<file path="src/rtl/cpu_ctrl_pkg.sv">
// Shared encodings for the multicycle RV32I-subset control path: states, opcodes,
// ALU operation codes and datapath mux selects.
package cpu_ctrl_pkg;

    localparam int OPCODE_WIDTH = 7;

    typedef enum logic [3:0] {
        ST_FETCH     = 4'd0,
        ST_DECODE    = 4'd1,
        ST_MEM_ADDR  = 4'd2,
        ST_MEM_READ  = 4'd3,
        ST_MEM_WB    = 4'd4,
        ST_MEM_WRITE = 4'd5,
        ST_EXEC_R    = 4'd6,
        ST_EXEC_I    = 4'd7,
        ST_ALU_WB    = 4'd8,
        ST_BRANCH    = 4'd9,
        ST_JAL       = 4'd10,
        ST_ILLEGAL   = 4'd15
    } state_t;

    localparam logic [OPCODE_WIDTH-1:0] OP_R     = 7'b0110011;
    localparam logic [OPCODE_WIDTH-1:0] OP_I_ALU = 7'b0010011;
    localparam logic [OPCODE_WIDTH-1:0] OP_LOAD  = 7'b0000011;
    localparam logic [OPCODE_WIDTH-1:0] OP_STORE = 7'b0100011;
    localparam logic [OPCODE_WIDTH-1:0] OP_BEQ   = 7'b1100011;
    localparam logic [OPCODE_WIDTH-1:0] OP_JAL   = 7'b1101111;

    // Bit positions of the one-hot opcode class vector; legal classes come first.
    localparam int CLS_R       = 0;
    localparam int CLS_I_ALU   = 1;
    localparam int CLS_LOAD    = 2;
    localparam int CLS_STORE   = 3;
    localparam int CLS_BEQ     = 4;
    localparam int CLS_JAL     = 5;
    localparam int CLS_ILLEGAL = 6;
    localparam int NUM_LEGAL   = 6;
    localparam int NUM_CLASSES = 7;

    localparam logic [1:0] ALU_ADD   = 2'b00;
    localparam logic [1:0] ALU_SUB   = 2'b01;
    localparam logic [1:0] ALU_FUNCT = 2'b10;

    localparam logic [1:0] PC_SRC_ALU    = 2'd0;
    localparam logic [1:0] PC_SRC_ALUOUT = 2'd1;
    localparam logic [1:0] PC_SRC_JUMP   = 2'd2;

    localparam logic [1:0] SRC_A_PC     = 2'd0;
    localparam logic [1:0] SRC_A_RS1    = 2'd1;
    localparam logic [1:0] SRC_A_OLD_PC = 2'd2;

    localparam logic [1:0] SRC_B_RS2  = 2'd0;
    localparam logic [1:0] SRC_B_FOUR = 2'd1;
    localparam logic [1:0] SRC_B_IMM  = 2'd2;

    localparam logic [1:0] WB_ALUOUT = 2'd0;
    localparam logic [1:0] WB_MDR    = 2'd1;
    localparam logic [1:0] WB_PC     = 2'd2;

endpackage

</file>
<file path="src/rtl/opcode_class_decode.sv">
// Combinational opcode classifier: one bit per legal instruction class plus an
// illegal bit that is set when no legal class matches.
module opcode_class_decode
    import cpu_ctrl_pkg::*;
(
    input  logic [OPCODE_WIDTH-1:0] opcode,
    output logic [NUM_CLASSES-1:0]  op_class
);

    localparam logic [OPCODE_WIDTH-1:0] CLASS_OPCODE [NUM_LEGAL] =
        '{OP_R, OP_I_ALU, OP_LOAD, OP_STORE, OP_BEQ, OP_JAL};

    logic [NUM_LEGAL-1:0] hit;

    generate
        for (genvar gi = 0; gi < NUM_LEGAL; gi++) begin : g_match
            assign hit[gi] = (opcode == CLASS_OPCODE[gi]);
        end
    endgenerate

    assign op_class = {~|hit, hit};

endmodule

</file>
<file path="src/rtl/multicycle_main_control.sv">
// Main control FSM of the multicycle datapath: sequences fetch/decode/execute/
// memory/writeback and drives every datapath enable, mux select and alu_op.
module multicycle_main_control
    import cpu_ctrl_pkg::*;
#(
    parameter int OPCODE_W = OPCODE_WIDTH
) (
    input  logic                clk,
    input  logic                rst_n,
    input  logic [OPCODE_W-1:0] opcode,
    input  logic                zero,
    input  logic                mem_ready,
    output logic                mem_req,
    output logic                mem_we,
    output logic                i_or_d,
    output logic                ir_write,
    output logic                pc_write,
    output logic                pc_write_cond,
    output logic [1:0]          pc_src,
    output logic [1:0]          alu_op,
    output logic [1:0]          alu_src_a,
    output logic [1:0]          alu_src_b,
    output logic                reg_write,
    output logic [1:0]          mem_to_reg,
    output logic                illegal,
    output logic [3:0]          state
);

    state_t                 state_reg;
    logic                   illegal_reg;
    logic [NUM_CLASSES-1:0] op_class;

    // The branch condition is applied in the datapath by pc_write_cond & zero.
    logic unused_zero;
    assign unused_zero = zero;

    opcode_class_decode u_opcode_class_decode (
        .opcode   (opcode),
        .op_class (op_class)
    );

    always_ff @(posedge clk) begin
        if (!rst_n) begin
            state_reg   <= ST_FETCH;
            illegal_reg <= 1'b0;
        end else begin
            case (state_reg)
                ST_FETCH: if (mem_ready) state_reg <= ST_DECODE;
                ST_DECODE: begin
                    if (op_class[CLS_ILLEGAL]) begin
                        state_reg   <= ST_ILLEGAL;
                        illegal_reg <= 1'b1;
                    end else if (op_class[CLS_LOAD] || op_class[CLS_STORE]) begin
                        state_reg <= ST_MEM_ADDR;
                    end else if (op_class[CLS_R]) begin
                        state_reg <= ST_EXEC_R;
                    end else if (op_class[CLS_I_ALU]) begin
                        state_reg <= ST_EXEC_I;
                    end else if (op_class[CLS_BEQ]) begin
                        state_reg <= ST_BRANCH;
                    end else begin
                        state_reg <= ST_JAL;
                    end
                end
                ST_MEM_ADDR: begin
                    if (op_class[CLS_LOAD]) begin
                        state_reg <= ST_MEM_READ;
                    end else if (op_class[CLS_STORE]) begin
                        state_reg <= ST_MEM_WRITE;
                    end else begin
                        state_reg   <= ST_ILLEGAL;
                        illegal_reg <= 1'b1;
                    end
                end
                ST_MEM_READ:  if (mem_ready) state_reg <= ST_MEM_WB;
                ST_MEM_WRITE: if (mem_ready) state_reg <= ST_FETCH;
                ST_EXEC_R, ST_EXEC_I: state_reg <= ST_ALU_WB;
                ST_MEM_WB, ST_ALU_WB, ST_BRANCH, ST_JAL: state_reg <= ST_FETCH;
                ST_ILLEGAL: state_reg <= ST_ILLEGAL;
                default: begin
                    // Unused encodings are treated as a corrupted sequence.
                    state_reg   <= ST_ILLEGAL;
                    illegal_reg <= 1'b1;
                end
            endcase
        end
    end

    // Everything is forced low while reset is held, so a pending memory
    // request is withdrawn in the same cycle reset is applied.
    always_comb begin
        mem_req       = 1'b0;
        mem_we        = 1'b0;
        i_or_d        = 1'b0;
        ir_write      = 1'b0;
        pc_write      = 1'b0;
        pc_write_cond = 1'b0;
        pc_src        = PC_SRC_ALU;
        alu_op        = ALU_ADD;
        alu_src_a     = SRC_A_PC;
        alu_src_b     = SRC_B_RS2;
        reg_write     = 1'b0;
        mem_to_reg    = WB_ALUOUT;
        illegal       = 1'b0;
        state         = 4'd0;
        if (rst_n) begin
            state   = state_reg;
            illegal = illegal_reg;
            case (state_reg)
                ST_FETCH: begin
                    mem_req   = 1'b1;
                    alu_src_b = SRC_B_FOUR;
                    ir_write  = mem_ready;
                    pc_write  = mem_ready;
                end
                ST_DECODE: begin
                    alu_src_a = SRC_A_OLD_PC;
                    alu_src_b = SRC_B_IMM;
                end
                ST_MEM_ADDR: begin
                    alu_src_a = SRC_A_RS1;
                    alu_src_b = SRC_B_IMM;
                end
                ST_MEM_READ: begin
                    mem_req = 1'b1;
                    i_or_d  = 1'b1;
                end
                ST_MEM_WB: begin
                    reg_write  = 1'b1;
                    mem_to_reg = WB_MDR;
                end
                ST_MEM_WRITE: begin
                    mem_req = 1'b1;
                    mem_we  = 1'b1;
                    i_or_d  = 1'b1;
                end
                ST_EXEC_R: begin
                    alu_src_a = SRC_A_RS1;
                    alu_src_b = SRC_B_RS2;
                    alu_op    = ALU_FUNCT;
                end
                ST_EXEC_I: begin
                    alu_src_a = SRC_A_RS1;
                    alu_src_b = SRC_B_IMM;
                    alu_op    = ALU_FUNCT;
                end
                ST_ALU_WB: reg_write = 1'b1;
                ST_BRANCH: begin
                    alu_src_a     = SRC_A_RS1;
                    alu_src_b     = SRC_B_RS2;
                    alu_op        = ALU_SUB;
                    pc_write_cond = 1'b1;
                    pc_src        = PC_SRC_ALUOUT;
                end
                ST_JAL: begin
                    pc_write   = 1'b1;
                    pc_src     = PC_SRC_JUMP;
                    reg_write  = 1'b1;
                    mem_to_reg = WB_PC;
                end
                default: ;
            endcase
        end
    end

endmodule

</file>
<file path="config.mk">
export PLATFORM = sky130hd
export DESIGN_NAME = multicycle_main_control
export DESIGN_NICKNAME = d
export VERILOG_FILES = /design/src/rtl/cpu_ctrl_pkg.sv /design/src/rtl/opcode_class_decode.sv /design/src/rtl/multicycle_main_control.sv
export SDC_FILE = /design/constraint.sdc
export NUM_CORES = 1
export LEC_CHECK = 0
export ABC_AREA = 1
export BUFFER_PORTS_ARGS = -buffer_cell sky130_fd_sc_hd__clkbuf_2
export CORE_MARGIN = 1.5
export CORE_UTILIZATION = 50
export CTS_BUF_LIST = sky130_fd_sc_hd__clkbuf_4 sky130_fd_sc_hd__clkbuf_8 sky130_fd_sc_hd__clkbuf_16
export DETAILED_ROUTE_END_ITERATION = 16
export PLACE_DENSITY = 0.93
export SLEW_MARGIN = 20
export SYNTH_ARGS = -nofsm -noshare
export SYNTH_HDL_FRONTEND = slang
export SYNTH_HIERARCHICAL = 1
export SYNTH_SLANG_ARGS = --single-unit
export TNS_END_PERCENT = 5
</file>
<file path="constraint.sdc">
create_clock -name clk -period 3.09 [get_ports clk]
set_clock_uncertainty 0.1 [all_clocks]
set_input_delay 0.309 -clock clk [delete_from_list [all_inputs] [get_ports clk]]
set_output_delay 0.309 -clock clk [all_outputs]
set_load 0.03 [all_outputs]
</file>
==> out/metrics.cfg <==
[outcome]
run_status = finished, final reports clean

[clock_tree]
cts_buffer_depth = 2
numClockSinks = 5
ctsRootBufferMaster = clkbuf_4
ctsHoldBuffers = 0
cts_tree = yes
htreeDepth = 1
clk_pin_slew_ps = 40
post_cts_resized = 0
clk-insertion-delay-late_ps = 240
cts_buffers = 3
postCtsSetupRepairBufs = 0

[logic_synthesis]
synth_top_area_share_pct = 20.6
postSynthCellCount = 147
synth_edf_count = 0
syn_area_sq_um = 746
async_flop_share_pct = 0
synthFlopType = dfxtp_1
mappedNetlistNets = 158
avgSynthCellArea_sq_um = 5.07
ys_seq_area_share_pct = 13.4
ys_ff_latch = 5
ys_types = 24
synth_area_leaders = nand2_1, nor2_1, dfxtp_1
ys_warn_count = 6
yosysTopAreaCell = nand2_1

[detailed_routing]
via_per_inst = 5.13
drc = 0
initialDrtViolationCount = 19
firstDrtPassIters = 4
totalWireLength_microns = 1860
vias = 990
drtAntennaViolNets = 0
wl_per_cell_microns = 9.63

[worst_setup_path]
r2r-start = state_reg[2]
r2r_slack_ps = 1720
worstPathMaxFanout = 7
setup.worst_path.start_class = flip-flop
rr_endpoint = illegal_reg
critPathTopFamily = simple AND/OR/NAND/NOR gates
path_buf_inv = 1
critPathArrivalTime_ps = 1600
reg2reg_depth = 6
cp-end-kind = output pin
cp_slowest_cell = dfxtp_1
worstSetupPathType = reg2out
cp_cell_sequence = nor2_4, nand2_1, nor2_1, a21oi_1, a21oi_1, clkbuf_2
crit_start = state_reg[2]
cp.required_ps = 2680
crit_top_cell = a21oi_1
cpPeakStageDelay_ps = 410

[floorplanning]
io_pins = 33
rows = 13
die_w_microns = 41.6
die_y_microns = 41.6
die_area_sq_mm = 0.00173
start_util_pct = 55.2
core_sq_mm = 0.00135

[global_routing]
overflow = 0
grt_use_met2_pct = 41.3
antenna_found_initial = 0
grt_pass1_wl_microns = 3190
grt_max_degree = 12
grt_usage_pct = 22.6
groute.layer.met1.usage_pct = 25.9
busiest_layer = met2
grt_pass1_vias = 804
gr-usage-met3_pct = 6.52

[power]
ir_drop_v = 0.000414
p_per_area_mw_per_mm2 = 922
finalPower_mw = 0.854
p_leak_nw = 0.559

[cells_and_area]
area_growth_pct = 24.2
final_area_sq_um = 926
layout_common_cells = nand2_1, clkbuf_2, nor2_1
layout_commonest_cell = nand2_1
drive_above_1_share_pct = 28.7
diodes = 0
nets = 190
largest_register_ffs = 4

[sta]
tns_ps = 0
setup_viol = 0
fin_ws_ps = 1080
post-route-min-period_ps = 2010
max_freq_ghz = 0.498
hold_viol = 0
worst_slew_pin_slew_ps = 377
maxSlewHeadroom_pct = 74.8
fin_crit_sh_pct = 65.0
rsz0062_at_grt = no
slew_violations = 0
whs_ps = 313

[place]
port_buffers = 31
routabilityCongestion = 0.908
dp_hpwl_microns = 1500
pre_cts_ws_ps = 1370
dpl_cell_area_sq_um = 896

[hold_path]
holdPathStages = 3
worstHoldStart = rst_n
min_to = state_reg[1]
hold_class = in2reg

[job]
drv_cap = 0

## worst max-delay path by stage
stage                   end  cells past startpoint
6_report       alu_src_b[1]                      6
5_1_grt        alu_src_b[1]                      6
4_1_cts        alu_src_b[1]                      6
3_5_place_dp   alu_src_b[1]                      6
3_3_place_gp   alu_src_b[1]                      6
2_1_floorplan  alu_src_a[0]                      4
## synthesized netlist by cell type, types with 2 or more instances
cell type,n
a21oi_1,8
buf_4,2
dfxtp_1,5
inv_1,23
inv_2,4
nand2_1,41
nand2_2,3
nand3_1,13
nor2_1,29
nor2_2,2
nor2_4,3
nor3_1,2
## kinds of logic (layout without fill, tap and decap cells)
family,after synthesis,in the layout,synth area share [%]
AO/OA/AOI/OAI,11,11,7.72
flip-flops,5,5,13.4
AND/OR/NAND/NOR,99,99,61.2
buffers and inverters,32,63,17.6
## through the flow
stage,util [%],instances
2_1_floorplan,-,147
3_3_place_gp,66.4,189
3_5_place_dp,66.4,189
4_1_cts,68.6,193
5_1_grt,68.6,193
6_report,68.6,193
## routing by layer
metal / up-vias / routed length, microns
met5: - / 0
met3: 0 / 131
met1: 424 / 754
met4: 0 / 0
met2: 53 / 974
li1: 513 / -
## tightest hold or removal path, delay by kind of cell
kind / cells / cell delay, ps
buf+inv: 2 / 200
simple gates: 1 / 100
## power breakdown
| part | total, mW | leakage, nW | internal [mW] | switching, mW |
|---|---|---|---|---|
| registers | 0.148 | 0.0415 | 0.0947 | 0.0534 |
| clock network | 0.0840 | 0.0184 | 0.0576 | 0.0265 |
| logic | 0.622 | 0.499 | 0.185 | 0.436 |
| total | 0.854 | 0.559 | 0.338 | 0.516 |
## layout make-up
cell class / instances / area, sq um
tap: 15 / 18.8
timing repair buffer: 31 / 155
multi-input combinational: 110 / 514
clock buffer: 4 / 30.0
fill: 120 / 424
inverter: 28 / 108
sequential: 5 / 100
Power figures use the tool's default switching activity.
